==> config.mk <==
export PLATFORM = sky130hd
export DESIGN_NAME = rns_503_512_decoder
export DESIGN_NICKNAME = d
export VERILOG_FILES = /design/src/rtl/mod503_pkg.sv /design/src/rtl/rns_503_512_decoder_mul.sv /design/src/rtl/rns_503_512_decoder.sv
export SDC_FILE = /design/constraint.sdc
export NUM_CORES = 1
export LEC_CHECK = 0
export BUFFER_PORTS_ARGS = -buffer_cell sky130_fd_sc_hd__clkbuf_2
export CELL_PAD_IN_SITES_DETAIL_PLACEMENT = 0
export CELL_PAD_IN_SITES_GLOBAL_PLACEMENT = 1
export CORE_ASPECT_RATIO = 1.4
export CORE_MARGIN = 8
export CORE_UTILIZATION = 44
export CTS_BUF_LIST = sky130_fd_sc_hd__clkbuf_4
export DETAILED_ROUTE_END_ITERATION = 10
export PLACE_DENSITY = 0.78
export SLEW_MARGIN = 10
export SYNTH_ARGS = -nofsm -noshare
export SYNTH_HDL_FRONTEND = slang
export SYNTH_SLANG_ARGS = --single-unit
==> constraint.sdc <==
create_clock -name clk -period 3.8 [get_ports clk]
set_input_delay 0.76 -clock clk [delete_from_list [all_inputs] [get_ports clk]]
set_output_delay 0.76 -clock clk [all_outputs]
set_load 0.005 [all_outputs]
==> src/rtl/mod503_pkg.sv <==
// Shared constants, FSM state type and helpers for the {503, 512} residue decoder.
// W     : residue width; the second modulus is 2^W
// MOD_A : first (odd) modulus
// INV_A : inverse of MOD_A modulo 2^W
// OW    : width of the reconstructed value
package mod503_pkg;

    localparam int unsigned W     = 9;
    localparam int unsigned MOD_A = 503;
    localparam int unsigned INV_A = 455;
    localparam int unsigned OW    = 18;

    typedef enum logic [1:0] {
        IDLE  = 2'd0,
        MUL_T = 2'd1,
        MUL_X = 2'd2,
        DONE  = 2'd3
    } state_e;

    // Largest X the residue pair can represent: MOD_A * 2^W - 1.
    function automatic logic [OW-1:0] max_x();
        return OW'(MOD_A * (32'd1 << W) - 32'd1);
    endfunction

endpackage

==> src/rtl/rns_503_512_decoder_mul.sv <==
// serial_shift_add_mul: LSB-first shift-add multiplier, one multiplier bit per clock.
// The product is kept to PW bits, so a PW narrower than the full product truncates.
// Ports:
//   clk, rst            clock, asynchronous active-high reset
//   start               load operands (ignored while busy)
//   mcand, mplier       multiplicand (PW bits) and multiplier (MW bits)
//   acc_init            starting accumulator value (lets the caller fold in an addend)
//   busy                registered, high while bits are being accumulated
//   done_c              combinational, the coming edge accumulates the final bit
//   acc_next_c          combinational, accumulator value after the coming edge
module serial_shift_add_mul #(
    parameter int unsigned MW = 9,
    parameter int unsigned PW = 9
) (
    input  logic          clk,
    input  logic          rst,
    input  logic          start,
    input  logic [PW-1:0] mcand,
    input  logic [MW-1:0] mplier,
    input  logic [PW-1:0] acc_init,
    output logic          busy,
    output logic          done_c,
    output logic [PW-1:0] acc_next_c
);

    localparam int unsigned CW = (MW > 1) ? $clog2(MW) : 1;

    logic          busy_q,   busy_d;
    logic [CW-1:0] cnt_q,    cnt_d;
    logic [PW-1:0] acc_q,    acc_d;
    logic [PW-1:0] mcand_q,  mcand_d;
    logic [MW-1:0] mplier_q, mplier_d;
    logic [PW-1:0] term_c;

    // Partial product for the current bit and the load/accumulate sequencing.
    always_comb begin
        term_c     = mplier_q[cnt_q] ? (mcand_q << cnt_q) : '0;
        acc_next_c = acc_q + term_c;
        done_c     = (cnt_q == CW'(MW - 1));

        busy_d   = busy_q;
        cnt_d    = cnt_q;
        acc_d    = acc_q;
        mcand_d  = mcand_q;
        mplier_d = mplier_q;

        if (!busy_q) begin
            if (start) begin
                busy_d   = 1'b1;
                cnt_d    = '0;
                acc_d    = acc_init;
                mcand_d  = mcand;
                mplier_d = mplier;
            end
        end else begin
            acc_d = acc_next_c;
            cnt_d = cnt_q + CW'(1);
            if (done_c) begin
                busy_d = 1'b0;
            end
        end
    end

    always_ff @(posedge clk or posedge rst) begin
        if (rst) begin
            busy_q   <= 1'b0;
            cnt_q    <= '0;
            acc_q    <= '0;
            mcand_q  <= '0;
            mplier_q <= '0;
        end else begin
            busy_q   <= busy_d;
            cnt_q    <= cnt_d;
            acc_q    <= acc_d;
            mcand_q  <= mcand_d;
            mplier_q <= mplier_d;
        end
    end

    assign busy = busy_q;

endmodule

==> src/rtl/rns_503_512_decoder.sv <==
// rns_503_512_decoder: residue pair (X mod 503, X mod 512) -> X by mixed-radix conversion.
//   t = ((rb - ra) mod 2^W) * INV_A mod 2^W, then X = ra + MOD_A * t.
// Two serial multipliers run back to back; the result appears 2W edges after acceptance.
// Optional build macro RANGE_CHECK_EN: flags ra >= MOD_A on out_err and zeroes out_data.
// Ports:
//   clk, rst                       clock, asynchronous active-high reset
//   in_valid, in_ready             input handshake
//   in_ra, in_rb                   residues mod MOD_A and mod 2^W
//   out_valid, out_ready           output handshake, result held until accepted
//   out_data                       reconstructed X
//   out_err                        out-of-range ra (RANGE_CHECK_EN builds only)
module rns_503_512_decoder
    import mod503_pkg::*;
(
    input  logic          clk,
    input  logic          rst,
    input  logic          in_valid,
    output logic          in_ready,
    input  logic [W-1:0]  in_ra,
    input  logic [W-1:0]  in_rb,
    output logic          out_valid,
    input  logic          out_ready,
    output logic [OW-1:0] out_data,
    output logic          out_err
);

    state_e        state_q,     state_d;
    logic [W-1:0]  ra_q,        ra_d;
    logic          in_ready_q,  in_ready_d;
    logic          out_valid_q, out_valid_d;
    logic [OW-1:0] out_data_q,  out_data_d;

    logic          accept_c;
    logic [W-1:0]  d_c;
    logic          t_busy, t_done_c, x_busy, x_done_c;
    logic          x_start_c;
    logic [W-1:0]  t_next_c;
    logic [OW-1:0] x_next_c;

    assign accept_c  = in_valid & in_ready_q;
    assign d_c       = in_rb - in_ra;
    assign x_start_c = (state_q == MUL_T) & t_busy & t_done_c;

    // t = d * INV_A, truncated to W bits.
    serial_shift_add_mul #(.MW(W), .PW(W)) u_mul_t (
        .clk        (clk),
        .rst        (rst),
        .start      (accept_c),
        .mcand      (d_c),
        .mplier     (W'(INV_A)),
        .acc_init   ('0),
        .busy       (t_busy),
        .done_c     (t_done_c),
        .acc_next_c (t_next_c)
    );

    // X = ra + MOD_A * t; the ra addend is preloaded into the accumulator.
    serial_shift_add_mul #(.MW(W), .PW(OW)) u_mul_x (
        .clk        (clk),
        .rst        (rst),
        .start      (x_start_c),
        .mcand      (OW'(MOD_A)),
        .mplier     (t_next_c),
        .acc_init   (OW'(ra_q)),
        .busy       (x_busy),
        .done_c     (x_done_c),
        .acc_next_c (x_next_c)
    );

`ifdef RANGE_CHECK_EN
    logic err_q,     err_d;
    logic out_err_q, out_err_d;
`endif

    // Next-state and output logic.
    always_comb begin
        state_d     = state_q;
        ra_d        = ra_q;
        in_ready_d  = in_ready_q;
        out_valid_d = out_valid_q;
        out_data_d  = out_data_q;
`ifdef RANGE_CHECK_EN
        err_d       = err_q;
        out_err_d   = out_err_q;
`endif

        unique case (state_q)
            IDLE: begin
                if (accept_c) begin
                    ra_d       = in_ra;
                    in_ready_d = 1'b0;
                    state_d    = MUL_T;
`ifdef RANGE_CHECK_EN
                    err_d      = (in_ra >= W'(MOD_A));
`endif
                end
            end
            MUL_T: begin
                if (x_start_c) begin
                    state_d = MUL_X;
                end
            end
            MUL_X: begin
                if (x_busy && x_done_c) begin
                    out_valid_d = 1'b1;
                    state_d     = DONE;
`ifdef RANGE_CHECK_EN
                    out_data_d  = err_q ? '0 : x_next_c;
                    out_err_d   = err_q;
`else
                    out_data_d  = x_next_c;
`endif
                end
            end
            DONE: begin
                if (out_ready) begin
                    out_valid_d = 1'b0;
                    in_ready_d  = 1'b1;
                    state_d     = IDLE;
`ifdef RANGE_CHECK_EN
                    out_err_d   = 1'b0;
`endif
                end
            end
            default: state_d = IDLE;
        endcase
    end

    always_ff @(posedge clk or posedge rst) begin
        if (rst) begin
            state_q     <= IDLE;
            ra_q        <= '0;
            in_ready_q  <= 1'b1;
            out_valid_q <= 1'b0;
            out_data_q  <= '0;
        end else begin
            state_q     <= state_d;
            ra_q        <= ra_d;
            in_ready_q  <= in_ready_d;
            out_valid_q <= out_valid_d;
            out_data_q  <= out_data_d;
        end
    end

`ifdef RANGE_CHECK_EN
    always_ff @(posedge clk or posedge rst) begin
        if (rst) begin
            err_q     <= 1'b0;
            out_err_q <= 1'b0;
        end else begin
            err_q     <= err_d;
            out_err_q <= out_err_d;
        end
    end

    assign out_err = out_err_q;
`else
    assign out_err = 1'b0;
`endif

    assign in_ready  = in_ready_q;
    assign out_valid = out_valid_q;
    assign out_data  = out_data_q;

endmodule

==> metrics.txt, run 1 <==
status finished clean; main combinational cell family by area after synthesis compound AO/OA/AOI/OAI gates; CTS tree done; Final GP Congestion between 0.8 and 0.9; DP Worst Slack 34.8 ps; num rows 50; VDD IR max 0.000156 V; Final min period between 3000 and 4000 ps; Cell Area, Synth slightly below 6000 sq um; XOR/XNOR share of the synthesized area 0.0285; WS Path Type reg -> reg; Simple-Gate Fraction of Synth Area 0.179; first-pass GRT wire length about 23000 um; mean routed wirelength per cell 15.8 um; min-delay worst type in -> async; Cells after Synth roughly 650; Final #Nets 752; Hold WS 369 ps; vias in the first global route between 4000 and 5000; # DRC 0; number of synthesized flops with an enable pin 0; clk sink count around 90; Synthesis Warnings 0; R2R Path End u_mul_x.acc_q[16]; Clock Skew about 20 ps; Overall Global Routing Usage 0.163; DRT antenna net count 0; total setup buffers inserted after CTS 0; max frequency 0.286 GHz; Iteration-0 DRC Markers 222; Max transition margin 0.437; core footprint 13200 sq um; largest net degree at the start of global routing between 40 and 50; I/O pins 43; max cap viols 0; Fill cells around 1300; remaining global-route overflow 0; die area approximately 17000 sq um; routed vias around 4800; H-tree depth 3; mean post-synth cell area ~9.0 sq um; detailed placement HPWL approximately 11000 um; RSZ-0062 raised after global routing no; vias per cell around 5.5; Top Usage Layer GRT met2; Pins Over Slew Limit 0; met3 Usage GRT 0.0305; count leader, synth dfrtp_1; GR Layer Usage met1 0.187; # setup viols final 0; WP data arrival between 3000 and 4000 ps; drt first pass iters 4; Sum Neg Setup Slack 0 ps; Clock transition at path regs around 150 ps; WL final ~14000 um; Post-synth top cells dfrtp_1 (87), nand2_1 (76), o21ai_0 (56); Top FF cell, synth dfrtp_1; Power per Cell Area between 200 and 250 nW/um^2; fraction of registers with async set/reset 1.00; syn nets just over 700; Final Instance Area approximately 6500 sq um; leakage just over 3 nW; TritonCTS Buffers 9; Yosys top cell area share 0.373; initial antenna violation count 1; type of origin of the critical path flip-flop; crit share post-route 0.919; CP required 4160 ps; worst skew pair latency between 400 and 500 ps; worst slew pin tran 845 ps; CTS Root Cell clkbuf_4; Placed Area between 6000 and 7000 sq um; crit end category flip-flop; post-synthesis adder-cell area fraction 0.100; R2R depth 14; share of cells above drive strength 1 0.161; library cells used by synthesis between 50 and 60; Port Buffer Count 41; Yosys top cell by area dfrtp_1; final setup margin between 300 and 400 ps; Die Wd between 100 and 150 um; starting density of the core 0.442; Seq/Total Area, Yosys 0.377; Yosys reg bits 88; Hold Fails Final Rpt 0; DIE HEIGHT ~150 um; Area contributors post-synth dfrtp_1 (37%), ha_1 (9.0%), nand2_1 (4.9%); deepest clock path buffer count 2; FF-to-FF setup slack approximately 310 ps; CP Max Fanout 4; placed insts 856; Synth-to-Final Area Change 10.7%; reg2reg start u_mul_x.cnt_q[0]; mux cell area share after synthesis 0.0743; compound-cell area share of the yosys netlist 0.197; Non-Filler Instances approximately 870; met2 usage 0.296
[kinds of logic (layout without fill, tap and decap cells)]
family	count (synthesis)	after routing
and+or+nand+nor	216	216
other	1	2
muxes	34	34
buffers and inverters	65	109
xor gates and xnor gates	19	19
adders and majority gates	45	45
AOI/OAI and AO/OA	178	178
DFF	88	88
[through the flow]
| stage | utilization | total power [mW] |
|---|---|---|
| 6_report | 0.490 | 1.59 |
| 5_1_grt | 0.490 | 1.66 |
| 4_1_cts | 0.487 | 1.61 |
| 3_5_place_dp | 0.476 | 1.04 |
| 3_3_place_gp | 0.476 | 1.04 |
| 2_1_floorplan | - | 1.01 |
[state kept, by name, summed over array words and instances, names as in the netlist]
name	cells
u_mul_t.cnt_q	4
u_mul_t.busy	1
state_q	2
ra_q	9
out_data	18
u_mul_t.mcand_q	9
out_valid	1
u_mul_x.busy	1
u_mul_t.mplier_q	1
u_mul_x.mcand_q	1
u_mul_x.acc_q	18
u_mul_x.cnt_q	4
in_ready	1
u_mul_t.acc_q	9
u_mul_x.mplier_q	9
[cell type report]
class                           instances  area [sq um]  area share
Antenna cell                            1          2.50    0.000387
Clock buffer                            9          67.6      0.0105
Clock inverter                          7          78.8      0.0122
Inverter                               37           140      0.0217
Multi-Input combinational cell        493          3410       0.528
Sequential cell                        88          2200       0.341
Tap cell                              182           228      0.0352
Timing Repair Buffer                   56           330      0.0511
[how the worst max path moves through the flow]
| stage | from | end |
|---|---|---|
| 2_1_floorplan | u_mul_x.cnt_q[0] | u_mul_x.acc_q[16] |
| 3_3_place_gp | u_mul_x.cnt_q[0] | u_mul_x.acc_q[16] |
| 3_5_place_dp | u_mul_x.cnt_q[0] | u_mul_x.acc_q[16] |
| 4_1_cts | u_mul_x.cnt_q[0] | u_mul_x.acc_q[16] |
| 5_1_grt | u_mul_x.cnt_q[0] | u_mul_x.acc_q[16] |
| 6_report | u_mul_x.cnt_q[0] | u_mul_x.acc_q[16] |
[power by group]
part,internal (mW),switching [mW],total [mW]
combinational,0.0337,0.0518,0.0855
sequential,0.937,0,0.937
clock,0.208,0.357,0.566
total,1.18,0.409,1.59
[placed cells by master (no fill, tap or decap), types with 6 or more instances in the layout]
| cell type | n |
|---|---|
| a21o_1 | 12 |
| mux2i_1 | 7 |
| clkbuf_2 | 41 |
| or3_1 | 6 |
| nor2b_1 | 8 |
| a211oi_1 | 8 |
| mux2_2 | 21 |
| inv_1 | 36 |
| nand2_1 | 76 |
| and3_1 | 9 |
| o21a_1 | 11 |
| a21oi_1 | 41 |
| xor2_1 | 7 |
| nand4_1 | 7 |
| o31ai_1 | 7 |
| dfrtp_1 | 87 |
| nor3_1 | 18 |
| ha_1 | 42 |
| nand3_1 | 21 |
| a211o_1 | 8 |
| clkbuf_4 | 9 |
| buf_4 | 14 |
| o21ai_0 | 55 |
| nand2b_1 | 8 |
| xnor2_1 | 12 |
| a22o_1 | 10 |
| nor2_1 | 41 |
[critical path: stages, from the launching register on]
cell and delay (ps):
dfrtp_1 450, mux4_2 340, nand2_1 60, a21oi_2 200, nand2_1 110, nor4_2 150
ha_1 210, inv_1 50, fa_1 390, nand2b_1 180, a21oi_2 200, o2111ai_2 240
a2111oi_4 440, mux2i_1 120, a211o_1 270
[repair_timing]
action                                  4_1_cts  5_1_grt
endpoints found under the setup margin        0        6
resized for setup                             0        6
hold buffers                                  0        0
[metal layers]
metal / vias to the layer above / wire [um] / part of all wire
met5: - / 0 / 0
met2: 57 / 7430 / 0.54
met1: 2300 / 5780 / 0.42
li1: 2398 / - / -
met4: 0 / 204 / 0.015
met3: 18 / 385 / 0.028
Note: power is estimated with default switching activity, not from simulation.
==> run 2, diff against run 1 <==
==> constraint.sdc (replaced) <==
create_clock -name clk -period 3.8 [get_ports clk]
set_input_delay 0.19 -clock clk [delete_from_list [all_inputs] [get_ports clk]]
set_output_delay 0.19 -clock clk [all_outputs]
set_load 0.005 [all_outputs]
==> run 2 against run 1 <==
Effect of this change: total power shrank 0.73%; register-to-register slack lost 20 ps; first-iteration DRC count shrank 14%; sequential share of layout area shrank 0.33 points; clock skew shrank 3.2 ps; utilization grew 0.47 points; via count grew 0.42%; sequential cell count is the same; combinational power grew 7.1%; global-route usage is essentially flat; cell area grew 0.97%.
==> metrics.txt, run 2 (synthesis gave the netlist of run 1 again) <==
family with the most delay on the worst path compound AO/OA/AOI/OAI gates; DIE HEIGHT 152 um; crit end category flip-flop; first-pass GRT wire length between 20000 and 25000 um; highest cell delay on the worst timing path between 400 and 500 ps; DRT antenna net count 0; largest net degree at the start of global routing 43; H-tree depth 3; most common library cell in the layout ignoring fill and taps dfrtp_1; remaining global-route overflow 0; core footprint roughly 13000 sq um; Critical Path, Cell by Cell mux4_2 > nand2_1 > a21oi_2 > nand2_1 > nor4_1 > ha_1 > inv_1 > fa_1 > nand2b_1 > a21oi_2 > o2111ai_2 > a2111oi_4 > mux2i_1 > a211o_1; share of cells above drive strength 1 0.157; CP Max Fanout 4; CP bufs+invs 1; power consumption between 1.5 and 2 mW; Max transition margin 0.202; mean routed wirelength per cell approximately 16 um; total setup buffers inserted after CTS 0; I/O pins 43; Pins Over Slew Limit 0; n_diodes 0; Final #Nets 761; FF/Latch Area about 2200 sq um; WL final about 14000 um; vias in the first global route 4761; # setup viols final 0; WP data arrival between 3000 and 4000 ps; Die Wd roughly 110 um; CP required ~4200 ps; Hold Fails Final Rpt 0; Port Buffer Count 41; die area approximately 17000 sq um; status finished clean; clk sink count 88; final setup margin just under 300 ps; Sum Neg Setup Slack 0 ps; worst slew pin tran 1200 ps; Final min period approximately 3500 ps; TritonCTS Buffers 9; CTS tree done; Overall Global Routing Usage 0.164; Fill cells around 1300; deepest clock path buffer count 2; # DRC 0; leakage between 3 and 4 nW; Synth-to-Final Area Change 11.8%; routed vias 4793; num rows 50; detailed placement HPWL 10500 um; Iteration-0 DRC Markers around 190; multi-input logic area between 3000 and 4000 sq um; min-delay worst type in -> reg; type of origin of the critical path flip-flop; worst skew pair latency approximately 450 ps; Power per Cell Area roughly 240 nW/um^2; Clock transition at path regs around 150 ps; Final GP Congestion about 0.85; max frequency 0.285 GHz; vias per cell 5.44; RSZ-0062 raised after global routing no; CTS Root Cell clkbuf_4; DP Worst Slack around 31 ps; initial antenna violation count 0; drt first pass iters 4; WS Path Type reg -> reg; max cap viols 0; Clock Skew around 16 ps; starting density of the core 0.442; Slowest cell on crit path dfrtp_1; VDD IR max 0.000121 V; commonest cells after routing, fill and taps aside dfrtp_1 (87), nand2_1 (76), o21ai_0 (56); crit share post-route 0.923
-- run 2: final timing paths --
kind / from / to / slack, ps / depth (start not counted)
worst max-delay path: u_mul_x.cnt_q[0] / u_mul_x.acc_q[16] / 290 / 14
max in group asynchronous: rst / u_mul_x.acc_q[8] / 2940 / 4
worst min register to register: out_data[0] / out_data[0] / 490 / 2
worst min-delay path: in_ra[2] / ra_q[2] / 50 / 3
min in group asynchronous: rst / u_mul_x.acc_q[17] / 120 / 3
worst max register to register: u_mul_x.cnt_q[0] / u_mul_x.acc_q[16] / 290 / 14
-- run 2: worst reg2reg max path, delay by kind of cell, from the launching register on --
| family | cells | cell delay [ps] |
|---|---|---|
| compound gates | 5 | 1320 |
| fa+ha+maj | 2 | 610 |
| simple gates | 4 | 540 |
| mux | 2 | 460 |
| flops | 1 | 440 |
| buf+inv | 1 | 60 |
-- run 2: stage by stage --
stage | util | cells | instance area (sq um) | hold slack [ps]
2_1_floorplan | - | 646 | 5840 | 341
3_3_place_gp | 0.475 | 856 | 6270 | 57.1
3_5_place_dp | 0.475 | 856 | 6270 | 58.0
4_1_cts | 0.492 | 881 | 6500 | 16.5
5_1_grt | 0.495 | 881 | 6530 | 49.8
6_report | 0.495 | 881 | 6530 | 48.9
-- run 2: metal layers --
layer	track usage	wire (um)	vias up	part of all wire
met4	0.0510	233	0	0.017
li1	-	-	2414	-
met3	0.0254	297	19	0.021
met1	0.192	5920	2307	0.43
met2	0.296	7380	53	0.53
met5	0	0	-	0
-- run 2: what timing repair did --
action / 4_1_cts / 5_1_grt
endpoints found under the setup margin: 0 / 6
resized for setup: 0 / 5
hold buffers: 9 / 0
endpoints found under the hold margin: 95 / 0
-- run 2: layout make-up --
class / count / share of cell area
multi-input combinational: 493 / 0.523
clock buffer: 9 / 0.0104
clock inverter: 7 / 0.0105
timing repair buffer: 65 / 0.0625
inverter: 37 / 0.0215
sequential: 88 / 0.338
tap: 182 / 0.0349
-- run 2: report_power, final --
group          internal (mW)  switching [mW]  total [mW]
clock network          0.201           0.347       0.548
registers              0.937               0       0.937
logic                 0.0389          0.0527      0.0916
